**config.mk**
```make
export PLATFORM = sky130hd
export DESIGN_NAME = store_drain_ctrl
export DESIGN_NICKNAME = d
export VERILOG_FILES = /design/src/rtl/store_drain_ctrl.sv
export SDC_FILE = /design/constraint.sdc
export NUM_CORES = 1
export LEC_CHECK = 0
export CORE_UTILIZATION = 50
export CTS_CLUSTER_DIAMETER = 80
export CTS_CLUSTER_SIZE = 8
export DETAILED_ROUTE_END_ITERATION = 8
export PLACE_DENSITY_LB_ADDON = 0.1
export SETUP_SLACK_MARGIN = 0.05
export SLEW_MARGIN = 40
export SYNTH_ARGS = -nofsm -noshare
export SYNTH_HDL_FRONTEND = slang
export SYNTH_SLANG_ARGS = --single-unit
```
**constraint.sdc**
```tcl
create_clock -name clk -period 27.5 [get_ports clk]
set_input_delay 6.875 -clock clk [delete_from_list [all_inputs] [get_ports clk]]
set_output_delay 6.875 -clock clk [all_outputs]
set_load 0.02 [all_outputs]
```
**src/rtl/store_drain_ctrl.sv**
```systemverilog
// Commit-side store drain: queues ROB-retired stores in order, writes each to data memory
// over a req/ack handshake, then pulses the retired inst_num back to the store buffer.
module store_drain_ctrl #(
   parameter int unsigned DEPTH = 8,
   parameter int unsigned PTR_W = 3
) (
   input  logic             clk,
   input  logic             reset,
   input  logic             commit_valid,
   input  logic [31:0]      commit_inst_num,
   input  logic [31:0]      commit_addr,
   input  logic [31:0]      commit_data,
   input  logic [2:0]       commit_funct3,
   output logic             commit_ready,
   output logic             dmem_req,
   output logic [31:0]      dmem_addr,
   output logic [31:0]      dmem_wdata,
   output logic [3:0]       dmem_wstrb,
   input  logic             dmem_ack,
   output logic             retire_valid,
   output logic [31:0]      retire_inst_num,
   output logic             misalign_err,
   output logic [PTR_W:0]   count,
   output logic             drain_idle
);

   localparam int unsigned CNT_W = PTR_W + 1;

   typedef struct packed {
      logic [31:0] inst;
      logic [29:0] waddr;
      logic [31:0] wdata;
      logic [3:0]  wstrb;
      logic        bad;
   } entry_t;

   typedef enum logic [1:0] {
      IDLE   = 2'd0,
      REQ    = 2'd1,
      RETIRE = 2'd2
   } state_t;

   state_t           state;
   entry_t           fifo_q [DEPTH];
   entry_t           enc_entry;
   entry_t           head;
   logic [PTR_W-1:0] wr_ptr;
   logic [PTR_W-1:0] rd_ptr;
   logic [31:0]      cur_inst;
   logic             full;
   logic             push;
   logic             pop;
   logic [CNT_W-1:0] count_next;

   // Byte-lane encoding is done once at push so the drain side only replays it.
   always_comb begin
      enc_entry       = '0;
      enc_entry.inst  = commit_inst_num;
      enc_entry.waddr = commit_addr[31:2];
      case (commit_funct3)
         3'b000: begin
            enc_entry.wstrb = 4'(4'b0001 << commit_addr[1:0]);
            enc_entry.wdata = {4{commit_data[7:0]}};
         end
         3'b001: begin
            enc_entry.wstrb = commit_addr[1] ? 4'b1100 : 4'b0011;
            enc_entry.wdata = {2{commit_data[15:0]}};
            enc_entry.bad   = commit_addr[0];
         end
         3'b010: begin
            enc_entry.wstrb = 4'b1111;
            enc_entry.wdata = commit_data;
            enc_entry.bad   = (commit_addr[1:0] != 2'b00);
         end
         default: begin
            enc_entry.wdata = commit_data;
            enc_entry.bad   = 1'b1;
         end
      endcase
   end

   assign head         = fifo_q[rd_ptr];
   assign full         = (count == CNT_W'(DEPTH));
   assign commit_ready = !full;
   assign drain_idle   = (count == '0) && (state == IDLE);

   // A pop frees the head slot in the same edge, so a push while full is safe then.
   always_comb begin
      pop        = ((state == REQ) && dmem_ack) ||
                   ((state == IDLE) && (count != '0) && head.bad);
      push       = commit_valid && (!full || pop);
      count_next = count + CNT_W'(push) - CNT_W'(pop);
   end

   always_ff @(posedge clk) begin
      if (push) begin
         fifo_q[wr_ptr] <= enc_entry;
      end
   end

   always_ff @(posedge clk) begin
      if (reset) begin
         state           <= IDLE;
         wr_ptr          <= '0;
         rd_ptr          <= '0;
         count           <= '0;
         cur_inst        <= '0;
         dmem_req        <= 1'b0;
         dmem_addr       <= '0;
         dmem_wdata      <= '0;
         dmem_wstrb      <= '0;
         retire_valid    <= 1'b0;
         retire_inst_num <= '0;
         misalign_err    <= 1'b0;
      end else begin
         retire_valid <= 1'b0;
         misalign_err <= 1'b0;
         count        <= count_next;
         if (push) begin
            wr_ptr <= wr_ptr + PTR_W'(1);
         end
         if (pop) begin
            rd_ptr <= rd_ptr + PTR_W'(1);
         end
         case (state)
            IDLE: begin
               if (count != '0) begin
                  dmem_addr  <= {head.waddr, 2'b00};
                  dmem_wdata <= head.wdata;
                  dmem_wstrb <= head.wstrb;
                  cur_inst   <= head.inst;
                  if (head.bad) begin
                     state           <= RETIRE;
                     retire_valid    <= 1'b1;
                     retire_inst_num <= head.inst;
                     misalign_err    <= 1'b1;
                  end else begin
                     state    <= REQ;
                     dmem_req <= 1'b1;
                  end
               end
            end
            REQ: begin
               if (dmem_ack) begin
                  state           <= RETIRE;
                  dmem_req        <= 1'b0;
                  retire_valid    <= 1'b1;
                  retire_inst_num <= cur_inst;
               end
            end
            RETIRE: begin
               state <= IDLE;
            end
            default: begin
               state    <= IDLE;
               dmem_req <= 1'b0;
            end
         endcase
      end
   end

endmodule

```
==> metrics.txt, run 1 <==
# TYPE chip_impl_metric gauge
chip_impl_info{name="synth_top_cells_by_area",value="sky130_fd_sc_hd__edfxtp_1, sky130_fd_sc_hd__mux4_2, sky130_fd_sc_hd__dfxtp_1"} 1
chip_impl_metric{name="fp.dieArea",unit="mm²"} 0.07277
chip_impl_metric{name="synth.cell_area",unit="mm²"} 0.03585
chip_impl_info{name="synth_largest_area_cell",value="sky130_fd_sc_hd__edfxtp_1"} 1
chip_impl_metric{name="static-leakage-power",unit="nW"} 13.76
chip_impl_metric{name="pre_cts_slack",unit="ps"} 17630
chip_impl_info{name="synth_top_flop_cell",value="sky130_fd_sc_hd__edfxtp_1"} 1
chip_impl_metric{name="synthesis.yosys.warnings",unit=""} 0
chip_impl_info{name="ys_top_cells_by_count",value="sky130_fd_sc_hd__edfxtp_1, sky130_fd_sc_hd__mux2i_1, sky130_fd_sc_hd__nor2_1"} 1
chip_impl_info{name="timing.critical_path.from_type",value="flip-flop"} 1
chip_impl_metric{name="total_wire_length_after_detailed_routing",unit="µm"} 76620
chip_impl_metric{name="routedWlPerCell",unit="µm"} 23.43
chip_impl_metric{name="via_per_inst",unit=""} 5.687
chip_impl_info{name="min-delay-start",value="retire_inst_num[4]"} 1
chip_impl_metric{name="cts_max_level",unit=""} 4
chip_impl_metric{name="final_period_minus_worst_setup_slack",unit="ps"} 9338
chip_impl_metric{name="grt_overflow_total",unit=""} 0
chip_impl_info{name="tritoncts_clock_tree",value="built"} 1
chip_impl_metric{name="syn_inst",unit=""} 1974
chip_impl_info{name="crit_type",value="flip-flop to primary output"} 1
chip_impl_metric{name="netlist-cell-type-count",unit=""} 45
chip_impl_info{name="yosys.cell_count.top_type",value="sky130_fd_sc_hd__edfxtp_1"} 1
chip_impl_metric{name="ir_drop",unit="V"} 0.0002367
chip_impl_metric{name="clock-sinks",unit=""} 940
chip_impl_metric{name="final_cells",unit=""} 3270
chip_impl_metric{name="required",unit="ps"} 20620
chip_impl_metric{name="clkSlewWorstSetupHoldPaths",unit="ps"} 50
chip_impl_metric{name="finish.net_count",unit=""} 2338
chip_impl_metric{name="post_synth_edffs",unit=""} 792
chip_impl_metric{name="finalSetupViolations",unit=""} 0
chip_impl_metric{name="placeableCoreArea",unit="mm²"} 0.07051
chip_impl_metric{name="buffers_inserted_during_post_cts_setup_optimization",unit=""} 0
chip_impl_metric{name="area_growth_from_synthesis_to_layout",unit="%"} 20.01
chip_impl_metric{name="fin_worst_skew",unit="ps"} 21.45
chip_impl_metric{name="dp_cells",unit=""} 3028
chip_impl_metric{name="pin_count_of_the_biggest_net_entering_global_routing",unit=""} 200
chip_impl_info{name="worstPathCellList",value="inv_1 -> ha_1 -> or3b_2 -> nor3_1 -> clkdlybuf4s50_1"} 1
chip_impl_metric{name="gp_congestion",unit=""} 0.7266
chip_impl_metric{name="clock.fmax",unit="GHz"} 0.1071
chip_impl_metric{name="detail_route.first_pass.iterations",unit=""} 5
chip_impl_metric{name="crit_path_max_fanout",unit=""} 3
chip_impl_metric{name="port_buffers",unit=""} 209
chip_impl_metric{name="synth_seq_area_share",unit="%"} 74.61
chip_impl_metric{name="clock_latency_reported_for_the_late_side_of_the_worst_skew_pair",unit="ps"} 700
chip_impl_metric{name="cts-resized-gates",unit=""} 0
chip_impl_metric{name="initialDrtViolationCount",unit=""} 1274
chip_impl_info{name="slowest_stage",value="sky130_fd_sc_hd__clkdlybuf4s50_1"} 1
chip_impl_metric{name="die_width",unit="µm"} 269.8
chip_impl_metric{name="hold_viol_final",unit=""} 0
chip_impl_metric{name="cts_inserted_buffers",unit=""} 135
chip_impl_metric{name="final_core_utilization",unit="%"} 61.01
chip_impl_metric{name="post-route-period-util",unit="%"} 33.96
chip_impl_metric{name="cp.arrival",unit="ps"} 2460
chip_impl_info{name="setup.worst_path.end_class",value="primary output"} 1
chip_impl_metric{name="rows",unit=""} 97
chip_impl_metric{name="global_route_wire_length_before_repair",unit="µm"} 117200
chip_impl_metric{name="synth_area_per_cell",unit="µm²"} 18.16
chip_impl_metric{name="power.density_cell_area",unit="mW/mm²"} 100.9
chip_impl_metric{name="route.antenna.remaining_nets",unit=""} 0
chip_impl_metric{name="dpl.hpwl",unit="µm"} 42280
chip_impl_metric{name="drive_gt1_share",unit="%"} 15.58
chip_impl_metric{name="worstMarginPinSlew",unit="ps"} 860.2
chip_impl_metric{name="max_slew_margin",unit="%"} 42.65
chip_impl_metric{name="post-route-drc-count",unit=""} 0
chip_impl_info{name="clockRootBuffer",value="sky130_fd_sc_hd__clkbuf_16"} 1
chip_impl_metric{name="postSynth.asyncResetShare",unit="%"} 0
chip_impl_metric{name="initial_antenna_violation_count",unit=""} 4
chip_impl_metric{name="final_report_max_slew_violation_count",unit=""} 0
chip_impl_metric{name="cts_hold_buffers",unit=""} 0
chip_impl_metric{name="dr_total_vias",unit=""} 18600
chip_impl_metric{name="clk_path_buf_depth",unit=""} 3
chip_impl_metric{name="first_global_vias",unit=""} 18940
chip_impl_metric{name="setup_ws",unit="ps"} 18160
chip_impl_metric{name="ys_ff_latch",unit=""} 940
chip_impl_metric{name="count_of_fill_cells_added_during_filler_insertion",unit=""} 5140
chip_impl_metric{name="die_height",unit="µm"} 269.8
chip_impl_metric{name="starting_density_of_the_core",unit="%"} 50.84
chip_impl_metric{name="setup_total_negative_slack",unit="ps"} 0
chip_impl_metric{name="diodes",unit=""} 0
chip_impl_info{name="min_path_type",value="flip-flop to flip-flop"} 1
chip_impl_info{name="run_status",value="completed"} 1
chip_impl_metric{name="drv_cap",unit=""} 0
chip_impl_metric{name="max_stage_delay",unit="ps"} 630
chip_impl_metric{name="hold_ws",unit="ps"} 451.7
chip_impl_metric{name="ios",unit=""} 212
chip_impl_info{name="crit_start",value="count[2]"} 1
chip_impl_metric{name="synth.top_cell.area_share",unit="%"} 66.35
chip_impl_metric{name="grt_usage",unit="%"} 21.52
chip_impl_info{name="rsz_0062_raised_after_global_routing",value="false"} 1
==> worst max-delay path, delay by kind of cell, from the launching register on <==
| kind | cells | cell delay (ps) |
|---|---|---|
| adder cells (fa/ha/maj) | 1 | 160 |
| buffers and inverters | 2 | 730 |
| flip-flops | 1 | 300 |
| AND/OR/NAND/NOR | 2 | 600 |
==> logic make-up after synthesis <==
group	share of synthesized area, %
compound gates	5.169
xor+xnor	0.07331
fa+ha+maj	0.3351
other cells	0.01046
mux	14.68
simple gates	3.127
flops	74.61
buf+inv	1.993
==> cell usage in the layout (no fill, tap or decap), types with 12 or more instances in the layout <==
master and instances:
sky130_fd_sc_hd__clkbuf_16 144, sky130_fd_sc_hd__a21oi_1 48, sky130_fd_sc_hd__edfxtp_1 792, sky130_fd_sc_hd__a211oi_1 98, sky130_fd_sc_hd__clkbuf_1 89, sky130_fd_sc_hd__buf_4 14
sky130_fd_sc_hd__a211o_1 32, sky130_fd_sc_hd__nor2_1 155, sky130_fd_sc_hd__nand2_1 69, sky130_fd_sc_hd__buf_6 13, sky130_fd_sc_hd__mux4_2 132, sky130_fd_sc_hd__dfxtp_1 145
sky130_fd_sc_hd__a22oi_1 64, sky130_fd_sc_hd__mux2i_1 207, sky130_fd_sc_hd__inv_1 12, sky130_fd_sc_hd__mux2_2 17, sky130_fd_sc_hd__clkdlybuf4s50_1 207
==> sequential cells by signal (all words and copies together) (netlist names), 2 cells and up, named ones only <==
register         cells
count                4
cur_inst            32
dmem_addr           30
dmem_wdata          32
dmem_wstrb           4
fifo_q             792
rd_ptr               3
retire_inst_num     32
state                2
wr_ptr               3
==> final timing paths <==
check	end	slack (ps)	depth (start not counted)
setup / recovery	drain_idle	18160	5
hold / removal	retire_inst_num[4]	450	2
setup reg to reg	fifo_q[3][42]	23140	8
hold reg to reg	retire_inst_num[4]	450	2
==> per-layer routing <==
layer  share of wire, %  wire length (µm)  up-vias  global-route usage (%)
li1                   -                 -     8384                       -
met1                 45             34120     9645                   29.95
met2                 49             37850      440                   34.71
met3                4.2              3191      120                   4.043
met4                1.9              1419        8                   6.370
met5              0.059                45        -                       0
==> area by class of cell <==
cell class	instances	area, µm²	share of cell area [%]
inverter	12	45.04	0.1047
multi-input combinational	894	8471	19.69
timing repair buffer	243	2520	5.858
sequential	940	26760	62.20
tap	940	1176	2.734
clock buffer	235	3965	9.217
clock inverter	6	86.33	0.2007
==> metrics by stage <==
stage / area [µm²] / power (W)
after floorplan: 35850 / 0.002496
after global placement: 38770 / 0.002796
after detailed placement: 38930 / 0.002831
after CTS: 42980 / 0.004385
after global routing: 43020 / 0.004546
final: 43020 / 0.004341
==> report_power, final <==
| part | total [W] | switching (W) | internal (W) |
|---|---|---|---|
| Clock | 0.00154 | 0.000572 | 0.000970 |
| Sequential | 0.00179 | 0.0000805 | 0.00171 |
| Combinational | 0.00101 | 0.000586 | 0.000426 |
No activity file was read; power rests on OpenSTA's default activity.
==> inputs of run 2 (changes only) <==
clock period = 8.95 ns   (was 27.5 ns; I/O delays follow)
==> run 2 against run 1 <==
  * Non-clock buffer count grew 2
  * Global-route usage is 0.19 points higher
  * First-iteration DRC count down 4.9%
  * Clock-buffer cell count fell by 7
  * Clock power increased to 3.1 times the previous value
  * Largest power group unchanged
==> metrics.txt, run 2 (synthesized netlist as in run 1, its figures left out) <==
# TYPE chip_impl_metric gauge
chip_impl_metric{name="clock-sinks",unit=""} 940
chip_impl_metric{name="clk_path_buf_depth",unit=""} 3
chip_impl_metric{name="final_cells",unit=""} 3268
chip_impl_metric{name="report.power.total",unit="W"} 0.01329
chip_impl_info{name="rsz_0062_raised_after_global_routing",value="false"} 1
chip_impl_info{name="timing.critical_path.from_type",value="flip-flop"} 1
chip_impl_info{name="tritoncts_clock_tree",value="built"} 1
chip_impl_metric{name="buffers_inserted_during_post_cts_setup_optimization",unit=""} 0
chip_impl_info{name="crit_type",value="flip-flop to primary output"} 1
chip_impl_metric{name="cp.arrival",unit="ps"} 2540
chip_impl_metric{name="power.density_cell_area",unit="mW/mm²"} 309.3
chip_impl_metric{name="drive_gt1_share",unit="%"} 15.64
chip_impl_metric{name="initialDrtViolationCount",unit=""} 1211
chip_impl_metric{name="detail_route.first_pass.iterations",unit=""} 5
chip_impl_metric{name="min_path_cells",unit=""} 2
chip_impl_info{name="run_status",value="completed"} 1
chip_impl_metric{name="dr_total_vias",unit=""} 18450
chip_impl_info{name="min_path_type",value="flip-flop to flip-flop"} 1
chip_impl_metric{name="post-route-drc-count",unit=""} 0
chip_impl_metric{name="register_area",unit="mm²"} 0.02676
chip_impl_metric{name="clkSlewWorstSetupHoldPaths",unit="ps"} 40
chip_impl_metric{name="hold_viol_final",unit=""} 0
chip_impl_metric{name="wl_met2",unit="µm"} 37880
chip_impl_metric{name="via_per_inst",unit=""} 5.647
chip_impl_metric{name="max_stage_delay",unit="ps"} 630
chip_impl_metric{name="fin_worst_skew",unit="ps"} 19.50
chip_impl_info{name="regToRegEndpoint",value="fifo_q[2][55]"} 1
chip_impl_info{name="top_layer_used",value="met5"} 1
chip_impl_metric{name="clock.fmax",unit="GHz"} 0.2094
chip_impl_metric{name="diodes",unit=""} 0
chip_impl_metric{name="die_width",unit="µm"} 269.8
chip_impl_info{name="most_common_cell_after_layout_fill_and_taps_aside",value="sky130_fd_sc_hd__edfxtp_1"} 1
chip_impl_metric{name="count_of_fill_cells_added_during_filler_insertion",unit=""} 5088
chip_impl_info{name="setup.worst_path.end_class",value="primary output"} 1
chip_impl_info{name="worstPathCellList",value="inv_1 -> ha_1 -> or3b_2 -> nor3_1 -> clkdlybuf4s50_1"} 1
chip_impl_metric{name="routedWlPerCell",unit="µm"} 23.71
chip_impl_metric{name="pin_count_of_the_biggest_net_entering_global_routing",unit=""} 200
chip_impl_metric{name="initial_antenna_violation_count",unit=""} 5
chip_impl_metric{name="first_global_vias",unit=""} 19260
chip_impl_metric{name="gp_congestion",unit=""} 0.7492
chip_impl_metric{name="route.antenna.remaining_nets",unit=""} 0
chip_impl_metric{name="dp_cells",unit=""} 3030
chip_impl_metric{name="final_period_minus_worst_setup_slack",unit="ps"} 4775
chip_impl_metric{name="m1WireLength",unit="µm"} 34890
chip_impl_metric{name="cts_hold_buffers",unit=""} 0
chip_impl_metric{name="cts_max_level",unit=""} 4
chip_impl_metric{name="finalSetupViolations",unit=""} 0
chip_impl_info{name="regMostFlops",value="fifo_q"} 1
chip_impl_metric{name="rr_worst_depth",unit=""} 9
chip_impl_metric{name="ios",unit=""} 212
chip_impl_metric{name="post-route-period-util",unit="%"} 53.36
chip_impl_metric{name="required",unit="ps"} 6710
chip_impl_metric{name="global_route_wire_length_before_repair",unit="µm"} 118700
chip_impl_metric{name="dpl.hpwl",unit="µm"} 42520
chip_impl_metric{name="setup_total_negative_slack",unit="ps"} 0
chip_impl_metric{name="area_growth_from_synthesis_to_layout",unit="%"} 19.91
chip_impl_metric{name="cts_inserted_buffers",unit=""} 135
chip_impl_info{name="clockRootBuffer",value="sky130_fd_sc_hd__clkbuf_16"} 1
chip_impl_metric{name="grt_overflow_total",unit=""} 0
chip_impl_metric{name="max_slew_margin",unit="%"} 43.71
chip_impl_metric{name="crit_path_max_fanout",unit=""} 3
chip_impl_metric{name="finish.net_count",unit=""} 2340
chip_impl_metric{name="placeableCoreArea",unit="mm²"} 0.07051
chip_impl_metric{name="total_wire_length_after_detailed_routing",unit="µm"} 77480
chip_impl_metric{name="static-leakage-power",unit="nW"} 13.73
chip_impl_metric{name="worstMarginPinSlew",unit="ps"} 844.4
chip_impl_metric{name="port_buffers",unit=""} 209
chip_impl_metric{name="clock_latency_reported_for_the_late_side_of_the_worst_skew_pair",unit="ps"} 690
chip_impl_metric{name="regToRegSetupSlack",unit="ps"} 4590
chip_impl_metric{name="starting_density_of_the_core",unit="%"} 50.84
chip_impl_metric{name="largest_reg_flops",unit=""} 792
chip_impl_metric{name="grt_usage",unit="%"} 21.70
chip_impl_info{name="min-delay-start",value="retire_inst_num[14]"} 1
chip_impl_metric{name="met3_wirelength",unit="µm"} 3588
chip_impl_metric{name="fp.dieArea",unit="mm²"} 0.07277
chip_impl_metric{name="die_height",unit="µm"} 269.8
chip_impl_info{name="min_delay_worst_endpoint",value="retire_inst_num[14]"} 1
chip_impl_metric{name="multi_input_area",unit="mm²"} 0.008474
chip_impl_metric{name="drv_cap",unit=""} 0
chip_impl_info{name="most-common-layout-cells",value="sky130_fd_sc_hd__edfxtp_1, sky130_fd_sc_hd__clkdlybuf4s50_1, sky130_fd_sc_hd__mux2i_1"} 1
chip_impl_info{name="slowest_stage",value="sky130_fd_sc_hd__clkdlybuf4s50_1"} 1
chip_impl_metric{name="cts-resized-gates",unit=""} 0
chip_impl_metric{name="final_report_max_slew_violation_count",unit=""} 0
chip_impl_metric{name="ir_drop",unit="V"} 0.0007988
chip_impl_metric{name="rows",unit=""} 97
## run 2: layout make-up
cell class	count	share of cell area, %
sequential	940	62.25
multi-input combinational	894	19.72
clock buffer	228	9.018
timing repair buffer	245	5.892
tap	940	2.736
clock inverter	9	0.2853
inverter	12	0.1048
## run 2: how the worst max path moves through the flow
stage / startpoint / cells after the start / slack, ps / end
floorplan: dmem_ack / 4 / -1460 / fifo_q[3][0]
global placement: commit_valid / 6 / 3480 / fifo_q[0][14]
detailed placement: dmem_ack / 7 / 3600 / fifo_q[2][64]
CTS: count[2] / 5 / 4120 / drain_idle
global route: count[2] / 5 / 4050 / drain_idle
finish: count[2] / 5 / 4170 / drain_idle
## run 2: stage by stage
stage               hold WS (ps)  setup WS, ps  cell area [µm²]  utilization, %
floorplan                  464.7         -1456            35860               -
CTS                        451.1          4123            42940           60.89
global placement           439.1          3476            38800           55.03
finish                     452.8          4175            42980           60.96
detailed placement         446.5          3602            38940           55.22
global route               474.3          4053            42980           60.96
## run 2: where the power goes
| part | switching (W) | total (W) | internal (W) |
|---|---|---|---|
| registers | 0.000232 | 0.00548 | 0.00524 |
| logic | 0.00182 | 0.00311 | 0.00129 |
| clock network | 0.00175 | 0.00470 | 0.00295 |
| total | 0.00381 | 0.0133 | 0.00949 |
## run 2: routing by layer
metal	vias to the layer above	GRT usage, %
met5	-	0
met4	8	5.966
met3	90	4.506
met2	415	34.77
met1	9569	30.32
li1	8371	-
## run 2: worst max-delay path, delay by kind of cell (launching register included)
kind / cells / cell delay (ps)
and+or+nand+nor: 2 / 620
DFF: 1 / 300
buffers and inverters: 2 / 740
adders and majority gates: 1 / 180
